File: src/rtl/an_key_sequencer_if.sv
// Command port and tone-datapath signals of the AN key sequencer.
// Signal names match the sequencer's documented port names.
interface an_key_sequencer_if;
   logic       CMD_VAL_i;
   logic       CMD_RDY_o;
   logic [7:0] CMD_CODEs_i;
   logic [2:0] CMD_LENs_i;
   logic       CMD_CH_i;
   logic       CMD_REP_i;
   logic       TONE_WRAP_i;
   logic       KEY_o;
   logic       LXR_o;
   logic       BUSY_o;
   logic       DONE_o;

   modport master (
      output CMD_VAL_i, CMD_CODEs_i, CMD_LENs_i, CMD_CH_i, CMD_REP_i, TONE_WRAP_i,
      input  CMD_RDY_o, KEY_o, LXR_o, BUSY_o, DONE_o
   );

   modport slave (
      input  CMD_VAL_i, CMD_CODEs_i, CMD_LENs_i, CMD_CH_i, CMD_REP_i, TONE_WRAP_i,
      output CMD_RDY_o, KEY_o, LXR_o, BUSY_o, DONE_o
   );
endinterface

File: src/rtl/an_key_sequencer.sv
// Morse/beacon keying scheduler: expands dot/dash commands into unit-timed key
// intervals and commits key/channel changes only on tone-phase wrap pulses.
module an_key_sequencer #(
   parameter int unsigned C_CK_Fs          = 32'd135_000_000,
   parameter int unsigned C_UNIT_CKNs      = 32'd8_100_000,
   parameter int unsigned C_DASH_UNITs     = 32'd3,
   parameter int unsigned C_CHAR_GAP_UNITs = 32'd3
) (
   input  logic              CK_i,
   input  logic              XARST_i,
   an_key_sequencer_if.slave bus
);

   localparam int unsigned C_UNITS_MAX = (C_DASH_UNITs > C_CHAR_GAP_UNITs) ?
                                         C_DASH_UNITs : C_CHAR_GAP_UNITs;
   localparam int W_UCTR  = $clog2(C_UNIT_CKNs);
   localparam int W_UNITS = $clog2(C_UNITS_MAX + 32'd1);

   localparam logic [W_UCTR-1:0]  C_UCTR_LOAD = W_UCTR'(C_UNIT_CKNs - 32'd1);
   localparam logic [W_UCTR-1:0]  C_UCTR_ZERO = W_UCTR'(32'd0);
   localparam logic [W_UCTR-1:0]  C_UCTR_ONE  = W_UCTR'(32'd1);
   localparam logic [W_UNITS-1:0] C_DASH_LEN  = W_UNITS'(C_DASH_UNITs);
   localparam logic [W_UNITS-1:0] C_DOT_LEN   = W_UNITS'(32'd1);
   localparam logic [W_UNITS-1:0] C_CGAP_LEN  = W_UNITS'(C_CHAR_GAP_UNITs);
   localparam logic [W_UNITS-1:0] C_UNITS_NIL = W_UNITS'(32'd0);

   if ((C_UNIT_CKNs < 32'd2) || (C_CHAR_GAP_UNITs < 32'd1) || (C_DASH_UNITs < 32'd1) ||
       (C_CK_Fs == 32'd0)) begin : g_bad_param
      $error("an_key_sequencer: illegal timing parameters");
   end

   typedef enum logic [1:0] {
      ST_IDLE = 2'd0,
      ST_RUN  = 2'd1,
      ST_GAP  = 2'd2,
      ST_CGAP = 2'd3
   } state_t;

   state_t               r_state;
   logic [W_UCTR-1:0]    r_uctr;
   logic [W_UNITS-1:0]   r_units;
   logic [2:0]           r_elem_idx;
   logic [7:0]           r_act_code;
   logic [2:0]           r_act_len;
   logic                 r_act_ch;
   logic                 r_act_rep;
   logic                 r_pnd_vld;
   logic [7:0]           r_pnd_code;
   logic [2:0]           r_pnd_len;
   logic                 r_pnd_ch;
   logic                 r_pnd_rep;
   logic                 r_cmd_rdy;
   logic                 r_key;
   logic                 r_lxr;
   logic                 r_busy;
   logic                 r_done;

   state_t               w_state_nx;
   logic                 w_tick;
   logic                 w_int_end;
   logic                 w_cgap_end;
   logic                 w_accept;
   logic                 w_take_new;
   logic                 w_take_pnd;
   logic                 w_to_pnd;
   logic                 w_pnd_vld_nx;
   logic                 w_done_nx;
   logic                 w_trans;
   logic                 w_key_req;
   logic                 w_active;
   logic [7:0]           w_nx_code;
   logic [2:0]           w_nx_idx;
   logic [W_UNITS-1:0]   w_units_load;

   assign w_tick       = (r_uctr == C_UCTR_ZERO);
   assign w_int_end    = w_tick && (r_units == C_DOT_LEN);
   assign w_cgap_end   = (r_state == ST_CGAP) && w_int_end;
   assign w_accept     = bus.CMD_VAL_i && r_cmd_rdy;
   // A new command goes straight to ACTIVE when nothing is playing or the
   // current character retires this clock with nothing queued behind it.
   assign w_take_new   = w_accept && ((r_state == ST_IDLE) || (w_cgap_end && !r_pnd_vld));
   assign w_take_pnd   = w_cgap_end && r_pnd_vld;
   assign w_to_pnd     = w_accept && !w_take_new;
   assign w_pnd_vld_nx = w_to_pnd || (r_pnd_vld && !w_take_pnd);
   assign w_done_nx    = w_cgap_end && (w_state_nx == ST_IDLE);
   assign w_trans      = (w_state_nx != r_state);

   // FSM state register
   always_ff @(posedge CK_i or negedge XARST_i) begin
      if (!XARST_i) begin
         r_state <= ST_IDLE;
      end else begin
         r_state <= w_state_nx;
      end
   end

   // FSM next-state decode
   always_comb begin
      w_state_nx = r_state;
      case (r_state)
         ST_IDLE: begin
            if (w_accept) w_state_nx = ST_RUN;
            else          w_state_nx = ST_IDLE;
         end
         ST_RUN: begin
            if (!w_int_end)                    w_state_nx = ST_RUN;
            else if (r_elem_idx == r_act_len)  w_state_nx = ST_CGAP;
            else                               w_state_nx = ST_GAP;
         end
         ST_GAP: begin
            if (w_int_end) w_state_nx = ST_RUN;
            else           w_state_nx = ST_GAP;
         end
         ST_CGAP: begin
            if (!w_int_end)                               w_state_nx = ST_CGAP;
            else if (r_pnd_vld || w_accept || r_act_rep)  w_state_nx = ST_RUN;
            else                                          w_state_nx = ST_IDLE;
         end
         default: w_state_nx = ST_IDLE;
      endcase
   end

   // FSM output decode
   always_comb begin
      w_key_req = 1'b0;
      w_active  = 1'b0;
      case (r_state)
         ST_IDLE: begin
            w_key_req = 1'b0;
            w_active  = 1'b0;
         end
         ST_RUN: begin
            w_key_req = 1'b1;
            w_active  = 1'b1;
         end
         ST_GAP, ST_CGAP: begin
            w_key_req = 1'b0;
            w_active  = 1'b1;
         end
         default: begin
            w_key_req = 1'b0;
            w_active  = 1'b0;
         end
      endcase
   end

   // Interval length to load on entry to the next state
   always_comb begin
      w_nx_code    = r_act_code;
      w_nx_idx     = 3'd0;
      w_units_load = C_UNITS_NIL;
      if (w_take_new)      w_nx_code = bus.CMD_CODEs_i;
      else if (w_take_pnd) w_nx_code = r_pnd_code;
      else                 w_nx_code = r_act_code;
      if (r_state == ST_GAP) w_nx_idx = r_elem_idx + 3'd1;
      else                   w_nx_idx = 3'd0;
      case (w_state_nx)
         ST_RUN:  w_units_load = w_nx_code[w_nx_idx] ? C_DASH_LEN : C_DOT_LEN;
         ST_GAP:  w_units_load = C_DOT_LEN;
         ST_CGAP: w_units_load = C_CGAP_LEN;
         ST_IDLE: w_units_load = C_UNITS_NIL;
         default: w_units_load = C_UNITS_NIL;
      endcase
   end

   // Unit timer, interval unit count and element index; the timer restarts on
   // every state change so each interval is exact regardless of wrap phase
   always_ff @(posedge CK_i or negedge XARST_i) begin
      if (!XARST_i) begin
         r_uctr     <= C_UCTR_LOAD;
         r_units    <= C_UNITS_NIL;
         r_elem_idx <= 3'd0;
      end else begin
         if (w_trans || w_tick || (r_state == ST_IDLE)) r_uctr <= C_UCTR_LOAD;
         else                                          r_uctr <= r_uctr - C_UCTR_ONE;
         if (w_trans)                            r_units <= w_units_load;
         else if (w_tick && (r_state != ST_IDLE)) r_units <= r_units - C_DOT_LEN;
         else                                    r_units <= r_units;
         if (w_trans && (w_state_nx == ST_RUN)) r_elem_idx <= w_nx_idx;
         else                                   r_elem_idx <= r_elem_idx;
      end
   end

   // ACTIVE / PENDING command slots and the registered ready flag
   always_ff @(posedge CK_i or negedge XARST_i) begin
      if (!XARST_i) begin
         r_act_code <= 8'd0;
         r_act_len  <= 3'd0;
         r_act_ch   <= 1'b0;
         r_act_rep  <= 1'b0;
         r_pnd_vld  <= 1'b0;
         r_pnd_code <= 8'd0;
         r_pnd_len  <= 3'd0;
         r_pnd_ch   <= 1'b0;
         r_pnd_rep  <= 1'b0;
         r_cmd_rdy  <= 1'b1;
      end else begin
         if (w_take_new) begin
            r_act_code <= bus.CMD_CODEs_i;
            r_act_len  <= bus.CMD_LENs_i;
            r_act_ch   <= bus.CMD_CH_i;
            r_act_rep  <= bus.CMD_REP_i;
         end else if (w_take_pnd) begin
            r_act_code <= r_pnd_code;
            r_act_len  <= r_pnd_len;
            r_act_ch   <= r_pnd_ch;
            r_act_rep  <= r_pnd_rep;
         end
         if (w_to_pnd) begin
            r_pnd_code <= bus.CMD_CODEs_i;
            r_pnd_len  <= bus.CMD_LENs_i;
            r_pnd_ch   <= bus.CMD_CH_i;
            r_pnd_rep  <= bus.CMD_REP_i;
         end
         r_pnd_vld <= w_pnd_vld_nx;
         r_cmd_rdy <= !w_pnd_vld_nx;
      end
   end

   // Wrap-aligned commit of key and channel; the channel may only move while
   // the gate is currently closed, so it can change together with a key-on
   // edge but never while a tone is already being keyed
   always_ff @(posedge CK_i or negedge XARST_i) begin
      if (!XARST_i) begin
         r_key  <= 1'b0;
         r_lxr  <= 1'b0;
         r_busy <= 1'b0;
         r_done <= 1'b0;
      end else begin
         if (bus.TONE_WRAP_i) r_key <= w_key_req;
         else                 r_key <= r_key;
         if (bus.TONE_WRAP_i && !r_key && w_active) r_lxr <= r_act_ch;
         else                                       r_lxr <= r_lxr;
         r_busy <= (w_state_nx != ST_IDLE);
         r_done <= w_done_nx;
      end
   end

   assign bus.CMD_RDY_o = r_cmd_rdy;
   assign bus.KEY_o     = r_key;
   assign bus.LXR_o     = r_lxr;
   assign bus.BUSY_o    = r_busy;
   assign bus.DONE_o    = r_done;

endmodule

File: src/flat_wrapper.sv
// flat-port wrapper written by rule: the top's interface ports become plain ports
module an_key_sequencer_flat 
#(
   parameter int unsigned C_CK_Fs          = 32'd135_000_000,
   parameter int unsigned C_UNIT_CKNs      = 32'd8_100_000,
   parameter int unsigned C_DASH_UNITs     = 32'd3,
   parameter int unsigned C_CHAR_GAP_UNITs = 32'd3
)
  (CK_i, XARST_i, bus_CMD_VAL_i, bus_CMD_CODEs_i, bus_CMD_LENs_i, bus_CMD_CH_i, bus_CMD_REP_i, bus_TONE_WRAP_i, bus_CMD_RDY_o, bus_KEY_o, bus_LXR_o, bus_BUSY_o, bus_DONE_o);
  an_key_sequencer_if bus_i ();
  input  logic CK_i;
  input  logic XARST_i;
  input wire logic [$bits(bus_i.CMD_VAL_i)-1:0] bus_CMD_VAL_i;
  input wire logic [$bits(bus_i.CMD_CODEs_i)-1:0] bus_CMD_CODEs_i;
  input wire logic [$bits(bus_i.CMD_LENs_i)-1:0] bus_CMD_LENs_i;
  input wire logic [$bits(bus_i.CMD_CH_i)-1:0] bus_CMD_CH_i;
  input wire logic [$bits(bus_i.CMD_REP_i)-1:0] bus_CMD_REP_i;
  input wire logic [$bits(bus_i.TONE_WRAP_i)-1:0] bus_TONE_WRAP_i;
  output wire logic [$bits(bus_i.CMD_RDY_o)-1:0] bus_CMD_RDY_o;
  output wire logic [$bits(bus_i.KEY_o)-1:0] bus_KEY_o;
  output wire logic [$bits(bus_i.LXR_o)-1:0] bus_LXR_o;
  output wire logic [$bits(bus_i.BUSY_o)-1:0] bus_BUSY_o;
  output wire logic [$bits(bus_i.DONE_o)-1:0] bus_DONE_o;
  assign bus_i.CMD_VAL_i = bus_CMD_VAL_i;
  assign bus_i.CMD_CODEs_i = bus_CMD_CODEs_i;
  assign bus_i.CMD_LENs_i = bus_CMD_LENs_i;
  assign bus_i.CMD_CH_i = bus_CMD_CH_i;
  assign bus_i.CMD_REP_i = bus_CMD_REP_i;
  assign bus_i.TONE_WRAP_i = bus_TONE_WRAP_i;
  assign bus_CMD_RDY_o = bus_i.CMD_RDY_o;
  assign bus_KEY_o = bus_i.KEY_o;
  assign bus_LXR_o = bus_i.LXR_o;
  assign bus_BUSY_o = bus_i.BUSY_o;
  assign bus_DONE_o = bus_i.DONE_o;
  an_key_sequencer #(.C_CK_Fs(C_CK_Fs), .C_UNIT_CKNs(C_UNIT_CKNs), .C_DASH_UNITs(C_DASH_UNITs), .C_CHAR_GAP_UNITs(C_CHAR_GAP_UNITs)) u_core (.CK_i(CK_i), .XARST_i(XARST_i), .bus(bus_i));
endmodule
File: config.mk
export PLATFORM = sky130hd
export DESIGN_NAME = an_key_sequencer_flat
export DESIGN_NICKNAME = d
export VERILOG_FILES = /design/src/rtl/an_key_sequencer_if.sv /design/src/rtl/an_key_sequencer.sv /design/src/flat_wrapper.sv
export SDC_FILE = /design/constraint.sdc
export NUM_CORES = 1
export LEC_CHECK = 0
export BUFFER_PORTS_ARGS = -buffer_cell sky130_fd_sc_hd__buf_2
export CAP_MARGIN = 20
export CORE_MARGIN = 2
export CORE_UTILIZATION = 55
export CTS_CLUSTER_DIAMETER = 120
export DETAILED_ROUTE_END_ITERATION = 10
export GPL_TIMING_DRIVEN = 1
export PLACE_DENSITY_LB_ADDON = 0.3
export SLEW_MARGIN = 20
export SYNTH_ARGS = -nofsm -noshare
export SYNTH_HDL_FRONTEND = slang
export SYNTH_SLANG_ARGS = --single-unit
File: constraint.sdc
create_clock -name CK_i -period 3.1 [get_ports CK_i]
set_input_delay 0.31 -clock CK_i [delete_from_list [all_inputs] [get_ports CK_i]]
set_output_delay 0.31 -clock CK_i [all_outputs]
set_load 0.01 [all_outputs]
After elaboration in Yosys (flattened, before gate mapping)
Index checks and enable logic that the tools add are counted.
Widths: inputs -> output; s select.
{"block": "op_classes", "n_reduce_logical": 33, "muxes": 25, "n_lt_le_gt_ge": 1, "n_eq_ne": 9, "addsub": 3}
{"operator": "$logic_not 23->1", "n": 1}
{"operator": "$mux 23", "n": 1}
{"operator": "$sub 23x1->23 const B", "n": 1}
{"operator": "$mux 8", "n": 2}
{"operator": "$pmux 2 s4", "n": 2}
{"operator": "$logic_and 1x1->1", "n": 13}
{"operator": "$mux 2", "n": 6}
{"operator": "$mux 3", "n": 3}
{"operator": "$eq 2x2->1 const B", "n": 4}
{"operator": "$mux 1", "n": 8}
{"operator": "$reduce_bool 2->1", "n": 4}
{"operator": "$eq 2x1->1 const B", "n": 3}
{"operator": "$logic_or 1x1->1", "n": 6}
{"operator": "$reduce_or 3->1", "n": 2}
{"operator": "$logic_not 1->1", "n": 5}
{"operator": "$logic_not 2->1", "n": 2}
{"operator": "$lt 3x4->1 const B", "n": 1}
{"operator": "$pmux 1 s2", "n": 2}
{"operator": "$add 3x1->3 const B", "n": 1}
{"operator": "$bmux 1 s3", "n": 1}
{"operator": "$eq 3x3->1", "n": 1}
{"operator": "$ne 2x2->1", "n": 1}
{"operator": "$sub 2x1->2 const B", "n": 1}
{"block": "totals", "elab_cells": 89, "out_inout_bits": 5, "reg_bits": 62, "in_bits": 17}

Logic depth before layout (Yosys ltp)
{"block": "logic_depth", "ltp_word": 12, "ltp_mapped": 10, "depth_no_buf": 9}

Worst setup path before layout
OpenSTA, ideal clock, no wires.
{"block": "synth_timing", "path_kind": "reg2reg", "from": "register u_core.r_uctr[0]", "to": "register u_core.r_units[1]", "setup_ns": 0.134, "synth_period_minus_slack_ns": 2.833, "path_stages_with_launch": 11, "t_arrival_ns": 2.699, "required_ns": 2.966, "setup_slack_ns": 0.267, "n_path_buf": 1, "cell_sequence": "dfstp_2 > inv_1 > ha_1 > nor3b_4 > nand4_4 > or4_1 > buf_2 > mux2_4 > mux2_4 > a2111oi_2 > nor4_1"}
{"block": "synth_via", "elab_chain_len": 12, "word_cells_on_any_way": 25, "cone_classes": "eq/ne (4); mux (11); reduce/logical (10)"}
{"item": "start, declared", "line_no": "an_key_sequencer.sv:40", "rtl": "logic [W_UCTR-1:0] r_uctr;"}
{"item": "start signal, assigned", "line_no": "an_key_sequencer.sv:175", "rtl": "else r_uctr <= r_uctr - C_UCTR_ONE;"}
{"item": "$logic_not 23->1 *", "line_no": "an_key_sequencer.sv:75", "rtl": "assign w_tick = (r_uctr == C_UCTR_ZERO);"}
{"item": "$logic_and 1x1->1 *", "line_no": "an_key_sequencer.sv:76", "rtl": "assign w_int_end = w_tick && (r_units == C_DOT_LEN);"}
{"item": "$logic_and 1x1->1 *", "line_no": "an_key_sequencer.sv:77", "rtl": "assign w_cgap_end = (r_state == ST_CGAP) && w_int_end;"}
{"item": "$logic_and 1x1->1", "line_no": "an_key_sequencer.sv:81", "rtl": "assign w_take_new = w_accept && ((r_state == ST_IDLE) || (w_cgap_end && !r_pnd_vld));"}
{"item": "$logic_or 1x1->1", "line_no": "an_key_sequencer.sv:81"}
{"item": "$logic_and 1x1->1", "line_no": "an_key_sequencer.sv:81"}
{"item": "$mux 8 *"}
{"item": "net u_core.w_nx_code[0]", "line_no": "an_key_sequencer.sv:71", "rtl": "logic [7:0] w_nx_code;"}
{"item": "$bmux 1 s3 *", "line_no": "an_key_sequencer.sv:158", "rtl": "ST_RUN: w_units_load = w_nx_code[w_nx_idx] ? C_DASH_LEN : C_DOT_LEN;"}
{"item": "$mux 1 (not written as such) *", "line_no": "an_key_sequencer.sv:158"}
{"item": "$mux 2 *", "line_no": "an_key_sequencer.sv:158"}
{"item": "$pmux 2 s4 *", "line_no": "an_key_sequencer.sv:157", "rtl": "case (w_state_nx)"}
{"item": "$mux 2 *", "line_no": "an_key_sequencer.sv:176", "rtl": "if (w_trans) r_units <= w_units_load;"}
{"item": "end signal, assigned", "line_no": "an_key_sequencer.sv:176"}
{"item": "end signal, assigned", "line_no": "an_key_sequencer.sv:177", "rtl": "else if (w_tick && (r_state != ST_IDLE)) r_units <= r_units - C_DOT_LEN;"}
{"item": "end signal, assigned", "line_no": "an_key_sequencer.sv:178", "rtl": "else r_units <= r_units;"}
{"item": "end, declared", "line_no": "an_key_sequencer.sv:41", "rtl": "logic [W_UNITS-1:0] r_units;"}
Mark *: on every way through the listed nets, which the timed path passes. The rest lies on a longest branch. The select of a mux whose other input is x is not followed.
A chain may end at the register's enable or synchronous reset.

Final worst setup path
{"block": "layout_timing", "from": "register u_core.r_uctr[1]", "to": "register u_core.r_units[1]"}
Same word-level chain as after synthesis.

==> impl_metrics.toml <==
[power]
ir_drop_mv = 0.482
p_per_area_nw_per_um2 = 663
cellLeakagePower_uw = 0.00152

[route]
via_count = 2296
routed_via_density = 5.59
first_pass_iters = 6
drtIter0Drc = 134
drc = 0
routed_wl_um = 6090
wire_per_inst_um = 14.8
postRouteAntennaNets = 0

[place]
hpwl_um = 4300
pre_cts_ws_ns = 0.180
dpl_cell_area_um2 = 3330
io_buffers = 21
place.gp.congestion = 0.878

[clock_network]
post_cts_resized = 0
clockBufferDepth = 2
cts_setup_buffers = 0
path_clk_slew_ns = 0.07
cts_num_sinks = 62
htree_levels = 3
postCtsHoldBufs = 0
cts_buffers = 9
cts_root_buf = "clkbuf_8"
cts_tree = "yes"
clkLatencyLatePin_ns = 0.34

[finish]
fin_area_um2 = 3520
nFillCells = 448
drive_gt1_frac = 0.271
diodes = 0
syn_to_final_growth_pct = 13.6
fin_nets = 354
final_util = 0.644

[sta]
setup_viol = 0
min_period_over_period = 0.953
period_minus_slack_ns = 2.95
worst_slack_ns = 0.145
fmax_mhz = 338
tns_ns = 0
hold_viol = 0
tightest_slew_ns = 0.982
rsz0062_at_grt = "no"
finalClockSkew_ns = 0.00582
relSlewSlack = 0.343
slew_viol_final = 0

[floorplanning]
coreArea_um2 = 5470
die_area_um2 = 6260
core.rowCount = 27
chipHeight_um = 79.1
die_w_um = 79.1
start_util = 0.567
ioPinCount = 22

[synth]
synth_top_family_by_area = "simple AND/OR/NAND/NOR gates"
ys_ff_latch = 62
synth_simple_gate_area_frac = 0.226
syn_inst = 304
yosysUniqueCellTypes = 45
ys.warnings.count = 0
synth_top_area_cell = "dfrtp_1"
synth_ff_type = "dfrtp_1"
yosys.area_share.xor_xnor = 0.0649
muxShareOfSynthArea = 0.0851
syn_avg_cell_area_um2 = 10.2
synth_edf_count = 0
yosysSeqAreaShare = 0.506
yosys.area.top_type_share = 0.371
syn_nets = 324
synth_fa_ha_area_frac = 0.0121
synth_area_leaders = "dfrtp_1 (37%), dfstp_2 (14%), mux2_2 (6.9%), nand2_1 (6.2%), nor2_1 (4.2%)"
synth_compound_area_frac = 0.0859
async_flop_share = 1.00
netlist_area_um2 = 3100

[global_route]
grt_pass1_vias = 2236
grt_max_degree = 39
overflow = 0
antenna_found_initial = 0
grt_usage = 0.218
grt_pass1_wl_um = 10400

[job]
max_cap_violations = 0

[critical_path]
cp_slowest_cell = "or4_1"
cp.required_ns = 3.31
arrival_ns = 3.16
cp_cell_sequence = "inv_1 > ha_1 > nor3b_4 > nand4_4 > or4_1 > mux2_4 > mux2_4 > a2111oi_2 > nor4_1"
worst_setup_path_start_kind = "flop"
critical_path_class = "reg -> reg"
cp_top_family = "simple AND/OR/NAND/NOR gates"
crit_path_end_kind = "flop"
path_buf_inv = 1
crit_path_frequent_cell = "mux2_4"
crit_fanout = 9
crit_path_max_incr_delay_ns = 0.61

[worst_hold_path]
worst_hold_path_type = "in -> async"

[outcome]
run_status = "completed"
layout by cell type (no fill, tap or decap), drive strengths merged, types with 4 or more instances in the layout:
cell type   n
a211oi      6
a21oi       6
a22oi       6
a31oi       6
and2        4
buf        28
clkbuf     12
clkinv      4
dfrtp      46
dfstp      16
inv         7
mux2       21
nand2      51
nand3       9
nand4       4
nor2       35
nor3        7
nor4       10
or3         5
xnor2      10
xor2       13
sequential cells by signal (all words and copies together) (netlist names), 2 cells and up:
register,flops
u_core.r_state,2
u_core.r_uctr,23
u_core.r_pnd_code,8
u_core.r_pnd_len,3
u_core.r_elem_idx,3
u_core.r_act_len,3
u_core.r_units,2
u_core.r_act_code,8
power by group:
| part | switching, uW | internal (uW) | leakage, uW |
|---|---|---|---|
| registers | 173 | 1060 | 0.000721 |
| clock network | 300 | 350 | 0.000102 |
| logic | 214 | 243 | 0.000701 |
cell type report:
cell class | count | area (um^2) | share of cell area
inverter | 7 | 26.3 | 0.00745
sequential | 62 | 1570 | 0.446
clock inverter | 4 | 20.0 | 0.00568
tap | 72 | 90.1 | 0.0256
timing repair buffer | 28 | 158 | 0.0447
multi-input combinational | 226 | 1490 | 0.424
clock buffer | 12 | 165 | 0.0469
metal layers:
layer  up-vias  global-route usage  wire length (um)
met2        51               0.323              2790
met1      1112               0.307              2940
met5         -                   0                 0
met4         0              0.0845                82
li1       1126                   -                 -
met3         7              0.0625               275
path summary, 6_finish.rpt:
kind	start	to	slack, ns	cells after the start
max	u_core.r_uctr[1]	u_core.r_units[1]	0.15	9
min	XARST_i	u_core.r_uctr[5]	0.07	1
max reg2reg	u_core.r_uctr[1]	u_core.r_units[1]	0.15	9
min reg2reg	u_core.r_uctr[0]	u_core.r_uctr[0]	0.47	1
max in group asynchronous	XARST_i	u_core.r_uctr[22]	2.28	2
min in group CK_i	bus_CMD_LENs_i[1]	u_core.r_act_len[1]	0.21	3
stage by stage:
step / instances / total power, uW / hold slack (ns)
after global routing: 411 / 2480 / 0.128
final: 411 / 2340 / 0.0659
after CTS: 411 / 2360 / 0.0890
after global placement: 395 / 1670 / 0.445
after floorplan: 304 / 1560 / 0.0144
after detailed placement: 395 / 1700 / 0.453
cell usage after synthesis, types with 2 or more instances:
cell type	instances
nor3_1	7
nor2_1	35
ha_1	3
nor2b_1	3
or4_1	3
xnor2_1	10
mux2_2	19
or3_1	5
a22oi_1	6
a31oi_1	6
xor2_1	13
or2_2	2
and2_1	4
mux2i_1	2
and3_1	2
dfrtp_1	46
nor4_1	8
inv_1	7
dfstp_2	16
nand2_1	51
clkbuf_1	8
a21oi_1	6
nand3_1	9
nand4_1	3
o21ai_0	3
mux2_4	2
a211oi_1	5
o31ai_1	3
kinds of logic after synthesis:
family,after synthesis
buf+inv,16
mux,23
simple gates,140
flops,62
xor+xnor,23
fa+ha+maj,3
compound gates,37
(Power assumes the default switching activity.)
